[config.mk]
export PLATFORM = sky130hd
export DESIGN_NAME = canvas_write_controller_flat
export DESIGN_NICKNAME = d
export VERILOG_FILES = /design/src/rtl/canvas_write_controller_pkg.sv /design/src/rtl/canvas_write_controller_if.sv /design/src/rtl/canvas_write_controller_stamp_scan.sv /design/src/rtl/canvas_write_controller.sv /design/src/flat_wrapper.sv
export SDC_FILE = /design/constraint.sdc
export NUM_CORES = 1
export LEC_CHECK = 0
export ABC_AREA = 1
export CAP_MARGIN = 0
export CORE_ASPECT_RATIO = 1.25
export CORE_MARGIN = 4
export CORE_UTILIZATION = 40
export CTS_CLUSTER_DIAMETER = 200
export DETAILED_ROUTE_END_ITERATION = 12
export SLEW_MARGIN = 20
export SYNTH_ARGS = -nofsm -noshare
export SYNTH_HDL_FRONTEND = slang
export SYNTH_HIERARCHICAL = 1
export SYNTH_SLANG_ARGS = --single-unit
[constraint.sdc]
create_clock -name clk -period 6.1 [get_ports clk]
set_clock_uncertainty 0.05 [all_clocks]
set_input_delay 1.83 -clock clk [delete_from_list [all_inputs] [get_ports clk]]
set_output_delay 1.83 -clock clk [all_outputs]
set_load 0.02 [all_outputs]
[src/rtl/canvas_write_controller_pkg.sv]
// Shared types and default geometry for the overlay framebuffer write controller.
// Colour codes, FSM states and the counter-width helper live here.
package canvas_write_controller_pkg;

  typedef enum logic [2:0] {
    ERASE  = 3'd0,
    WHITE  = 3'd1,
    BLACK  = 3'd2,
    RED    = 3'd3,
    BLUE   = 3'd4,
    YELLOW = 3'd5,
    GREEN  = 3'd6,
    PURPLE = 3'd7
  } color_t;

  typedef enum logic [1:0] {IDLE, STAMP, CLEAR} state_t;

  localparam int H_RES_DEF   = 640;
  localparam int V_RES_DEF   = 480;
  localparam int BRUSH_DEF   = 4;
  localparam int ADDR_W_DEF  = 19;
  localparam int COLOR_W_DEF = 3;
  localparam int MX_W        = 10;
  localparam int MY_W        = 9;

  function automatic int cnt_w(input int n);
    return (n > 1) ? $clog2(n) : 1;
  endfunction

endpackage

[src/rtl/canvas_write_controller_if.sv]
// Framebuffer write port: valid (fb_we) / ready (fb_ready) handshake with address and data.
// Address and data hold while fb_we is high and fb_ready is low.
interface canvas_write_controller_if
  import canvas_write_controller_pkg::*;
#(
  parameter int ADDR_W  = ADDR_W_DEF,
  parameter int COLOR_W = COLOR_W_DEF
);
  logic               fb_we;
  logic [ADDR_W-1:0]  fb_addr;
  logic [COLOR_W-1:0] fb_wdata;
  logic               fb_ready;

  modport master (output fb_we, output fb_addr, output fb_wdata, input fb_ready);
  modport slave  (input fb_we, input fb_addr, input fb_wdata, output fb_ready);
endinterface

[src/rtl/canvas_write_controller_stamp_scan.sv]
// Row-major BRUSH x BRUSH slot scanner: presents the address/clip of the slot about to be loaded,
// either the first slot (i_start) or the successor of the current one. Moves only on start/advance.
module canvas_write_controller_stamp_scan
  import canvas_write_controller_pkg::*;
#(
  parameter int H_RES  = H_RES_DEF,
  parameter int V_RES  = V_RES_DEF,
  parameter int BRUSH  = BRUSH_DEF,
  parameter int ADDR_W = ADDR_W_DEF
) (
  input  logic              clk,
  input  logic              reset,
  input  logic              i_start,
  input  logic              i_advance,
  input  logic [MX_W-1:0]   i_x0,
  input  logic [MY_W-1:0]   i_y0,
  output logic [ADDR_W-1:0] o_addr,
  output logic              o_clip,
  output logic              o_last
);
  localparam int X_W = MX_W + 1;
  localparam int Y_W = MY_W + 1;
  localparam int C_W = cnt_w(BRUSH);
  localparam logic [X_W-1:0]    X_LIM    = X_W'(H_RES);
  localparam logic [Y_W-1:0]    Y_LIM    = Y_W'(V_RES);
  localparam logic [ADDR_W-1:0] ROW_STEP = ADDR_W'(H_RES);
  localparam logic [C_W-1:0]    C_MAX    = C_W'(BRUSH - 1);

  logic [X_W-1:0]    r_x0, r_x, w_x;
  logic [Y_W-1:0]    r_y, w_y;
  logic [ADDR_W-1:0] r_row, w_row;
  logic [C_W-1:0]    r_i, r_j;
  logic              w_row_end;

  assign w_row_end = (r_i == C_MAX);
  assign o_last    = w_row_end && (r_j == C_MAX);

  always_comb begin
    w_x   = r_x + 1'b1;
    w_y   = r_y;
    w_row = r_row;
    if (i_start) begin
      w_x   = {1'b0, i_x0};
      w_y   = {1'b0, i_y0};
      // Constant multiply once per stamp (shift-add); later rows step incrementally.
      w_row = ADDR_W'(i_y0) * ROW_STEP;
    end else if (w_row_end) begin
      w_x   = r_x0;
      w_y   = r_y + 1'b1;
      w_row = r_row + ROW_STEP;
    end
  end

  assign o_addr = w_row + ADDR_W'(w_x);
  assign o_clip = (w_x >= X_LIM) || (w_y >= Y_LIM);

  always_ff @(posedge clk) begin
    if (reset) begin
      r_x0  <= '0;
      r_x   <= '0;
      r_y   <= '0;
      r_row <= '0;
      r_i   <= '0;
      r_j   <= '0;
    end else if (i_start) begin
      r_x0  <= {1'b0, i_x0};
      r_x   <= w_x;
      r_y   <= w_y;
      r_row <= w_row;
      r_i   <= '0;
      r_j   <= '0;
    end else if (i_advance) begin
      r_x   <= w_x;
      r_y   <= w_y;
      r_row <= w_row;
      r_i   <= w_row_end ? '0 : r_i + 1'b1;
      if (w_row_end) r_j <= r_j + 1'b1;
    end
  end

endmodule

[src/rtl/canvas_write_controller.sv]
// Arbitrates brush stamps and full-screen clears onto the overlay framebuffer write port.
// Trigger in IDLE -> first write next cycle; fb_ready low stalls with address/data held.
module canvas_write_controller
  import canvas_write_controller_pkg::*;
#(
  parameter int H_RES   = H_RES_DEF,
  parameter int V_RES   = V_RES_DEF,
  parameter int BRUSH   = BRUSH_DEF,
  parameter int ADDR_W  = ADDR_W_DEF,
  parameter int COLOR_W = COLOR_W_DEF
) (
  input  logic               clk,
  input  logic               reset,
  input  logic [MX_W-1:0]    i_mouse_x,
  input  logic [MY_W-1:0]    i_mouse_y,
  input  logic               i_button_left,
  input  logic               i_clear_req,
  input  logic [COLOR_W-1:0] i_color,
  canvas_write_controller_if.master fb,
  output logic               o_busy
);
  localparam logic [ADDR_W-1:0] LAST_ADDR = ADDR_W'(H_RES * V_RES - 1);

  state_t             r_state, w_state;
  logic               r_pend, w_pend;
  logic               r_last_vld, w_last_vld;
  logic [MX_W-1:0]    r_last_x, w_last_x;
  logic [MY_W-1:0]    r_last_y, w_last_y;
  logic               r_we, w_we;
  logic [ADDR_W-1:0]  r_addr, w_addr;
  logic [COLOR_W-1:0] r_wdata, w_wdata;
  logic               r_busy, w_busy;

  logic              w_trig, w_start, w_advance, w_slot_done;
  logic [ADDR_W-1:0] w_scan_addr;
  logic              w_scan_clip, w_scan_last;

  assign w_trig      = i_button_left &&
                       (!r_last_vld || (i_mouse_x != r_last_x) || (i_mouse_y != r_last_y));
  assign w_start     = (r_state == IDLE) && !r_pend && w_trig;
  // A clipped slot has r_we low and therefore always completes in one cycle.
  assign w_slot_done = !r_we || fb.fb_ready;
  assign w_advance   = (r_state == STAMP) && w_slot_done && !w_scan_last;

  canvas_write_controller_stamp_scan #(
    .H_RES (H_RES),
    .V_RES (V_RES),
    .BRUSH (BRUSH),
    .ADDR_W(ADDR_W)
  ) u_scan (
    .clk      (clk),
    .reset    (reset),
    .i_start  (w_start),
    .i_advance(w_advance),
    .i_x0     (i_mouse_x),
    .i_y0     (i_mouse_y),
    .o_addr   (w_scan_addr),
    .o_clip   (w_scan_clip),
    .o_last   (w_scan_last)
  );

  always_comb begin
    w_state    = r_state;
    w_pend     = r_pend | i_clear_req;
    w_last_vld = r_last_vld;
    w_last_x   = r_last_x;
    w_last_y   = r_last_y;
    w_we       = r_we;
    w_addr     = r_addr;
    w_wdata    = r_wdata;
    case (r_state)
      IDLE: begin
        if (r_pend) begin
          w_state    = CLEAR;
          w_pend     = i_clear_req;
          w_last_vld = 1'b0;
          w_we       = 1'b1;
          w_addr     = '0;
          w_wdata    = COLOR_W'(ERASE);
        end else if (w_trig) begin
          w_state    = STAMP;
          w_last_vld = 1'b1;
          w_last_x   = i_mouse_x;
          w_last_y   = i_mouse_y;
          w_we       = !w_scan_clip;
          w_addr     = w_scan_addr;
          w_wdata    = i_color;
        end else if (!i_button_left) begin
          w_last_vld = 1'b0;
        end
      end
      STAMP: begin
        if (w_slot_done) begin
          if (w_scan_last) begin
            w_state = IDLE;
            w_we    = 1'b0;
          end else begin
            w_we   = !w_scan_clip;
            w_addr = w_scan_addr;
          end
        end
      end
      CLEAR: begin
        if (fb.fb_ready) begin
          if (r_addr == LAST_ADDR) begin
            w_state = IDLE;
            w_we    = 1'b0;
          end else begin
            w_addr = r_addr + 1'b1;
          end
        end
      end
      default: begin
        w_state = IDLE;
        w_we    = 1'b0;
      end
    endcase
    w_busy = (w_state != IDLE);
  end

  always_ff @(posedge clk) begin
    if (reset) begin
      r_state    <= IDLE;
      r_pend     <= 1'b0;
      r_last_vld <= 1'b0;
      r_last_x   <= '0;
      r_last_y   <= '0;
      r_we       <= 1'b0;
      r_addr     <= '0;
      r_wdata    <= '0;
      r_busy     <= 1'b0;
    end else begin
      r_state    <= w_state;
      r_pend     <= w_pend;
      r_last_vld <= w_last_vld;
      r_last_x   <= w_last_x;
      r_last_y   <= w_last_y;
      r_we       <= w_we;
      r_addr     <= w_addr;
      r_wdata    <= w_wdata;
      r_busy     <= w_busy;
    end
  end

  assign fb.fb_we    = r_we;
  assign fb.fb_addr  = r_addr;
  assign fb.fb_wdata = r_wdata;
  assign o_busy      = r_busy;

endmodule
[src/flat_wrapper.sv]
// flat-port wrapper written by rule: the top's interface ports become plain ports
module canvas_write_controller_flat import canvas_write_controller_pkg::*;
#(
  parameter int H_RES   = H_RES_DEF,
  parameter int V_RES   = V_RES_DEF,
  parameter int BRUSH   = BRUSH_DEF,
  parameter int ADDR_W  = ADDR_W_DEF,
  parameter int COLOR_W = COLOR_W_DEF
)
  (clk, reset, i_mouse_x, i_mouse_y, i_button_left, i_clear_req, i_color, o_busy, fb_fb_we, fb_fb_addr, fb_fb_wdata, fb_fb_ready);
  canvas_write_controller_if #(.ADDR_W(ADDR_W), .COLOR_W(COLOR_W)) fb_i ();
  input  logic clk;
  input  logic reset;
  input  logic [MX_W-1:0] i_mouse_x;
  input  logic [MY_W-1:0] i_mouse_y;
  input  logic i_button_left;
  input  logic i_clear_req;
  input  logic [COLOR_W-1:0] i_color;
  output logic o_busy;
  output wire logic [$bits(fb_i.fb_we)-1:0] fb_fb_we;
  output wire logic [$bits(fb_i.fb_addr)-1:0] fb_fb_addr;
  output wire logic [$bits(fb_i.fb_wdata)-1:0] fb_fb_wdata;
  input wire logic [$bits(fb_i.fb_ready)-1:0] fb_fb_ready;
  assign fb_fb_we = fb_i.fb_we;
  assign fb_fb_addr = fb_i.fb_addr;
  assign fb_fb_wdata = fb_i.fb_wdata;
  assign fb_i.fb_ready = fb_fb_ready;
  canvas_write_controller #(.H_RES(H_RES), .V_RES(V_RES), .BRUSH(BRUSH), .ADDR_W(ADDR_W), .COLOR_W(COLOR_W)) u_core (.clk(clk), .reset(reset), .i_mouse_x(i_mouse_x), .i_mouse_y(i_mouse_y), .i_button_left(i_button_left), .i_clear_req(i_clear_req), .i_color(i_color), .fb(fb_i), .o_busy(o_busy));
endmodule
Yosys cells after proc, flatten, opt, wreduce, memory -nomap -nowiden --
Cells that the tools add are included.
Operators by class: equal/unequal tests 14, add/subtract/negate cells 7, $lt $le $gt $ge 2, divide/modulo/power cells 0, reductions and logical operators 27, shifts and indexed selects 0, multipliers 1, bitwise operators 2, muxes and demuxes 41
Operators by type and width (number):
- 2-to-1 mux 19 bit | 10
- case mux 19 bit (3 select lines) | 1
- 2-to-1 mux 11 bit | 4
- 2-to-1 mux 10 bit | 4
- adder 19 x 1 -> 19 bit (second input constant) | 1
- adder 19 x 10 -> 19 bit (second input constant) | 1
- adder 19 x 11 -> 19 bit | 1
- equality test 19 bit (second input constant) | 1
- 2-to-1 mux 2 bit | 7
- multiplier 9 x 3 -> 12 bit (second input constant) | 1
- adder 11 x 1 -> 11 bit (second input constant) | 1
- greater-or-equal comparator 11 x 10 -> 1 bit (second input constant) | 1
- 2-to-1 mux 1 bit | 11
- adder 10 x 1 -> 10 bit (second input constant) | 1
- greater-or-equal comparator 10 x 9 -> 1 bit (second input constant) | 1
- inequality test 10 bit | 1
- inequality test 9 bit | 1
- equality test 2 bit (second input constant) | 3
- logical AND 1 bit | 6
- 2-to-1 mux 3 bit | 2
- inequality test 2 bit (second input constant) | 3
- inequality test 3 x 1 -> 1 bit (second input constant) | 2
- case mux 2 bit (3 select lines) | 1
- AND reduction 2 bit | 3
- other kinds (15) | 26
Word-level totals: ROM bits 0, bits in writable memories 0, logic and storage cells 109, memories 0, bits of input ports 27, flip-flop bits (word level) 101, latch bits 0

Longest topological paths before layout --
depth in word-level cells 12, gate-level depth with buffers 39

Modules after synthesis --
The synthesis kept the hierarchy.
Modules (own cells, without submodules):
- canvas_write_controller_stamp_scan | area an instance 4122.7 um^2, cells an instance 645, instances 1
- canvas_write_controller | area an instance 3208.1 um^2, cells an instance 557, instances 1

Worst setup path after synthesis --
No wires, ideal clock.
kind input to register, start point input i_mouse_y[3], end point register u_core.r_addr[17], in the netlist u_core/fb.fb_addr[17], slack 0.799 ns, path buffers 3, arrival time 5.138 ns, stages on the path 35, required time 5.937 ns, cell sequence inv_1 nand2_1 nand2_1 nor2_1 nand2_1 nor2_1 nand3_1 nand2_2 inv_2 nand2_2 buf_4 inv_1 buf_2 buf_2 nand2_1 inv_1 a221oi_1 inv_1 ha_1 nand2_1 o21ai_0 nand3_1 nand3_1 inv_1 nor2_4 nand2_1 nand2_1 nand2_1 nand2_1 inv_1 o21bai_1 nand2_1 nand2_1 nor2_1 nor2_1
Between the ends: cells in the longest elaborated chain, start to end 9
Ends and longest elaborated chain:
- from (decl) | RTL line flat_wrapper.sv:15 | input logic [MY_W-1:0] i_mouse_y;
- inequality test 9 bit * | RTL line canvas_write_controller.sv:39 | (!r_last_vld || (i_mouse_x != r_last_x) || (i_mouse_y != r_last_y));
- logical OR 1 bit * | RTL line canvas_write_controller.sv:39
- logical AND 1 bit * | RTL line canvas_write_controller.sv:38 | assign w_trig = i_button_left &&
- logical AND 1 bit * | RTL line canvas_write_controller.sv:40 | assign w_start = (r_state == IDLE) && !r_pend && w_trig;
- named net u_core.w_start | RTL line canvas_write_controller.sv:34 | logic w_trig, w_start, w_advance, w_slot_done;
- 2-to-1 mux 11 bit * | RTL line canvas_write_controller_stamp_scan.sv:42 | if (i_start) begin
- named net u_core.u_scan.w_x[1] | RTL line canvas_write_controller_stamp_scan.sv:29 | logic [X_W-1:0] r_x0, r_x, w_x;
- adder 19 x 11 -> 19 bit * | RTL line canvas_write_controller_stamp_scan.sv:54 | assign o_addr = w_row + ADDR_W'(w_x);
- named net u_core.w_scan_addr[17] | RTL line canvas_write_controller.sv:35 | logic [ADDR_W-1:0] w_scan_addr;
- 2-to-1 mux 19 bit, on equally long branches | RTL line canvas_write_controller.sv:94, canvas_write_controller.sv:80
- 2-to-1 mux 19 bit, on equally long branches | RTL line canvas_write_controller.sv:93, canvas_write_controller.sv:73
- case mux 19 bit (3 select lines) * | RTL line canvas_write_controller.sv:71 | case (r_state)
- to (signal assigned) | RTL line canvas_write_controller.sv:139 | r_addr <= w_addr;
- to (decl) | RTL line canvas_write_controller.sv:30 | logic [ADDR_W-1:0] r_addr, w_addr;
Mark *: on every way through the listed nets, which the timed path passes. The rest lies on a longest branch. The select of a mux whose other input is x is not followed. A chain may end at the register's enable or synchronous reset.

Final worst setup path --
start point input i_mouse_y[2], end point register u_core.r_addr[14], in the netlist u_core/fb.fb_addr[14]
The elaborated chain is that of the path after synthesis.

==> results.py <==
metrics = {
    "route": {
        "routedWlPerCell_um": 13.7,
        "drtIter0Drc": 389,
        "dr_total_vias": 7313,
        "routed_wl_um": 20400,
        "drc": 0,
        "drt_pass1_iterations": 5,
        "drtAntennaViolNets": 0,
        "routed_via_density": 4.90,
    },
    "critical_path": {
        "end_kind": "register",
        "critPathTopFamily": "simple AND/OR/NAND/NOR gates",
        "cpMostUsedCell": "nand2_1",
        "crit_arrival_ns": 5.92,
        "critical_path_class": "input port to register",
        "critical_path.max_stage_delay_ns": 0.50,
        "cp_slowest_cell": "clkdlybuf4s50_1",
        "worst_setup_path_start_kind": "input port",
        "crit_buf_inv": 5,
        "cp.required_ns": 6.35,
        "cp_max_fo": 8,
    },
    "placed_design": {
        "place_area_um2": 8180,
        "gp_congestion": 0.950,
        "dp_hpwl_um": 16100,
        "port_buffers": 50,
    },
    "timing": {
        "setup_viol": 0,
        "grt_setup_unrepaired": "true",
        "layout_min_cycle_time_ns": 5.67,
        "fmax_ghz": 0.176,
        "tightest_slew_ns": 0.729,
        "hold_viol": 0,
        "maxSlewHeadroom": 0.513,
        "period_share": 0.930,
        "setup_tns_ns": 0,
        "slew_violations": 0,
    },
    "synth": {
        "ys_top_cells_by_area": "dfxtp_1 (28%), nand2_1 (18%), inv_1 (8.4%)",
        "synth_top_cell_by_area": "dfxtp_1",
        "synthSimpleGateAreaFrac": 0.390,
        "synthMuxAreaShare": 0,
        "async_flop_share": 0,
        "synth_top_family_by_area": "simple AND/OR/NAND/NOR gates",
        "yosysTopAreaCellShare": 0.276,
        "ys.flop_type": "dfxtp_1",
        "ys_types": 49,
        "ys_warn_count": 6,
        "syn_inst": 1202,
        "synth_area_um2": 7330,
        "syn_nets": 1266,
        "synth_seq_cells": 101,
        "synth-compound-area-share": 0.127,
        "synth_edf_count": 0,
        "synthAdderAreaFrac": 0.0652,
        "postSynthAreaPerCell_um2": 6.10,
        "yosys.area_share.xor_xnor": 0.0275,
        "yosysSeqAreaShare": 0.276,
    },
    "clocking": {
        "cts_hold_buf": 0,
        "clk_pin_slew_ns": 0.07,
        "htree_levels": 3,
        "cts-buffers-inserted": 9,
        "cts-root-buf": "clkbuf_16",
        "cts.path.max_buffers": 2,
        "cts_setup_buffers": 0,
        "cts_tree": "yes",
        "clock_sinks": 101,
        "insertion_delay_ns": 0.35,
        "post_cts_resized": 0,
    },
    "pwr": {
        "peakVddDrop_v": 0.000137,
        "power.density_nw_per_um2": 282,
        "leakage_uw": 0.00412,
    },
    "cells_and_area": {
        "syn_to_final_growth_pct": 15.4,
        "antennaDiodeCount": 0,
        "drive_above_1_share": 0.0783,
        "fin_area_um2": 8460,
        "nets": 1323,
    },
    "die": {
        "core_um2": 18000,
        "ios": 51,
        "row_count": 55,
        "die_x_um": 129,
        "initial_core_util": 0.407,
        "die_h_um": 159,
        "die_area_um2": 20600,
    },
    "outcome": {
        "outcome": "completed",
    },
    "global_route": {
        "grt_pass1_wl_um": 34300,
        "grt_max_degree": 41,
        "grt.overflow.total": 0,
        "grt_pass1_vias": 6907,
        "track_usage": 0.204,
        "antenna_found_initial": 0,
    },
    "min_path": {
        "hold_path_class": "register to register",
    },
    "job": {
        "cap_violations": 0,
    },
}
[cell families (layout without fill, tap and decap cells)]
family          after synthesis  count (layout)
buf+inv                     206             268
compound gates              170             170
flops                       101             101
simple gates                665             665
xor+xnor                     23              23
fa+ha+maj                    37              37
[tightest hold or removal path, cell delays in order, from the launching register on]
cell and delay (ns):
dfxtp_1 0.30, inv_1 0.06, nor2_1 0.04
[area by class of cell]
type | count | area, um^2
clock inverters | 7 | 48.8
inverters | 171 | 642
fillers | 1952 | 9570
flip-flops and latches | 101 | 2020
well taps | 228 | 285
clock buffers | 9 | 225
multi-input cells | 895 | 4480
repair buffers | 81 | 758
[metal layers]
metal,vias to the layer above,share of wire,routed length [um],GRT usage
li1,3883,-,-,-
met1,3273,0.43,8760,0.249
met2,123,0.50,10300,0.357
met3,34,0.037,755,0.0342
met4,0,0.032,654,0.0740
met5,-,0,0,0
[flip-flops by register name, indices dropped and copies added (netlist names)]
name                 flops
u_core/fb.fb_addr       19
u_core/u_scan/r_row     19
u_core/u_scan/r_x       11
u_core/r_last_x         10
u_core/u_scan/r_x0      10
u_core/u_scan/r_y       10
u_core/r_last_y          9
u_core/fb.fb_wdata       3
u_core/r_state           2
u_core/u_scan/r_i        2
u_core/u_scan/r_j        2
u_core/fb.fb_we          1
u_core/o_busy            1
u_core/r_last_vld        1
u_core/r_pend            1
[cells in the final DEF (no fill, tap or decap), drive strengths merged, types with 2 or more instances in the layout]
cell and count:
a211oi 4, a21boi 3, a21oi 84, and2 2, buf 31, clkbuf 9, clkdlybuf4s50 50, clkinv 4
dfxtp 101, fa 2, ha 35, inv 173, nand2 377, nand3 77, nand3b 12, nand4 11
nor2 176, nor3 6, o211ai 3, o21a 2, o21ai 63, o21bai 3, or2 3, xnor2 8
xor2 15
[synthesized netlist by cell type (all sizes together), types with 3 or more instances]
master and count:
nand2 377, nor2 176, inv 170, dfxtp 101, a21oi 84, nand3 77, o21ai 63, ha 35
buf 22, xor2 15, clkbuf 13, nand3b 12, nand4 11, xnor2 8, nor3 6, a211oi 4
a21boi 3, o211ai 3, o21bai 3, or2 3
[per-stage QoR]
step                hold slack, ns  std cells   util  total power [uW]  setup slack (ns)
finish                       0.388       1492  0.469              2380             0.429
global placement             0.374       1476  0.454              1840            0.0471
floorplan                    0.367       1202      -              1530             0.799
global route                 0.402       1492  0.469              2580           -0.0138
detailed placement           0.379       1476  0.454              1840            0.0112
CTS                          0.389       1492  0.469              2410             0.348
[report_power, final]
group / internal (uW) / total (uW) / switching [uW]
Clock: 280 / 553 / 274
Sequential: 762 / 870 / 108
Combinational: 363 / 961 / 598
[path summary, 6_finish.rpt]
check,startpoint,endpoint,slack [ns],depth (start not counted)
worst max-delay path,i_mouse_y[2],u_core/fb.fb_addr[14]$_SDFFE_PP0P_,0.43,25
worst min-delay path,u_core/u_scan/r_row[0]$_SDFFE_PP0P_,u_core/u_scan/r_row[0]$_SDFFE_PP0P_,0.39,2
worst max register to register,u_core/r_state[0]$_SDFF_PP0_,u_core/fb.fb_addr[17]$_SDFFE_PP0P_,1.81,29
worst min register to register,u_core/u_scan/r_row[0]$_SDFFE_PP0P_,u_core/u_scan/r_row[0]$_SDFFE_PP0P_,0.39,2
Note: power is estimated with default switching activity, not from simulation.
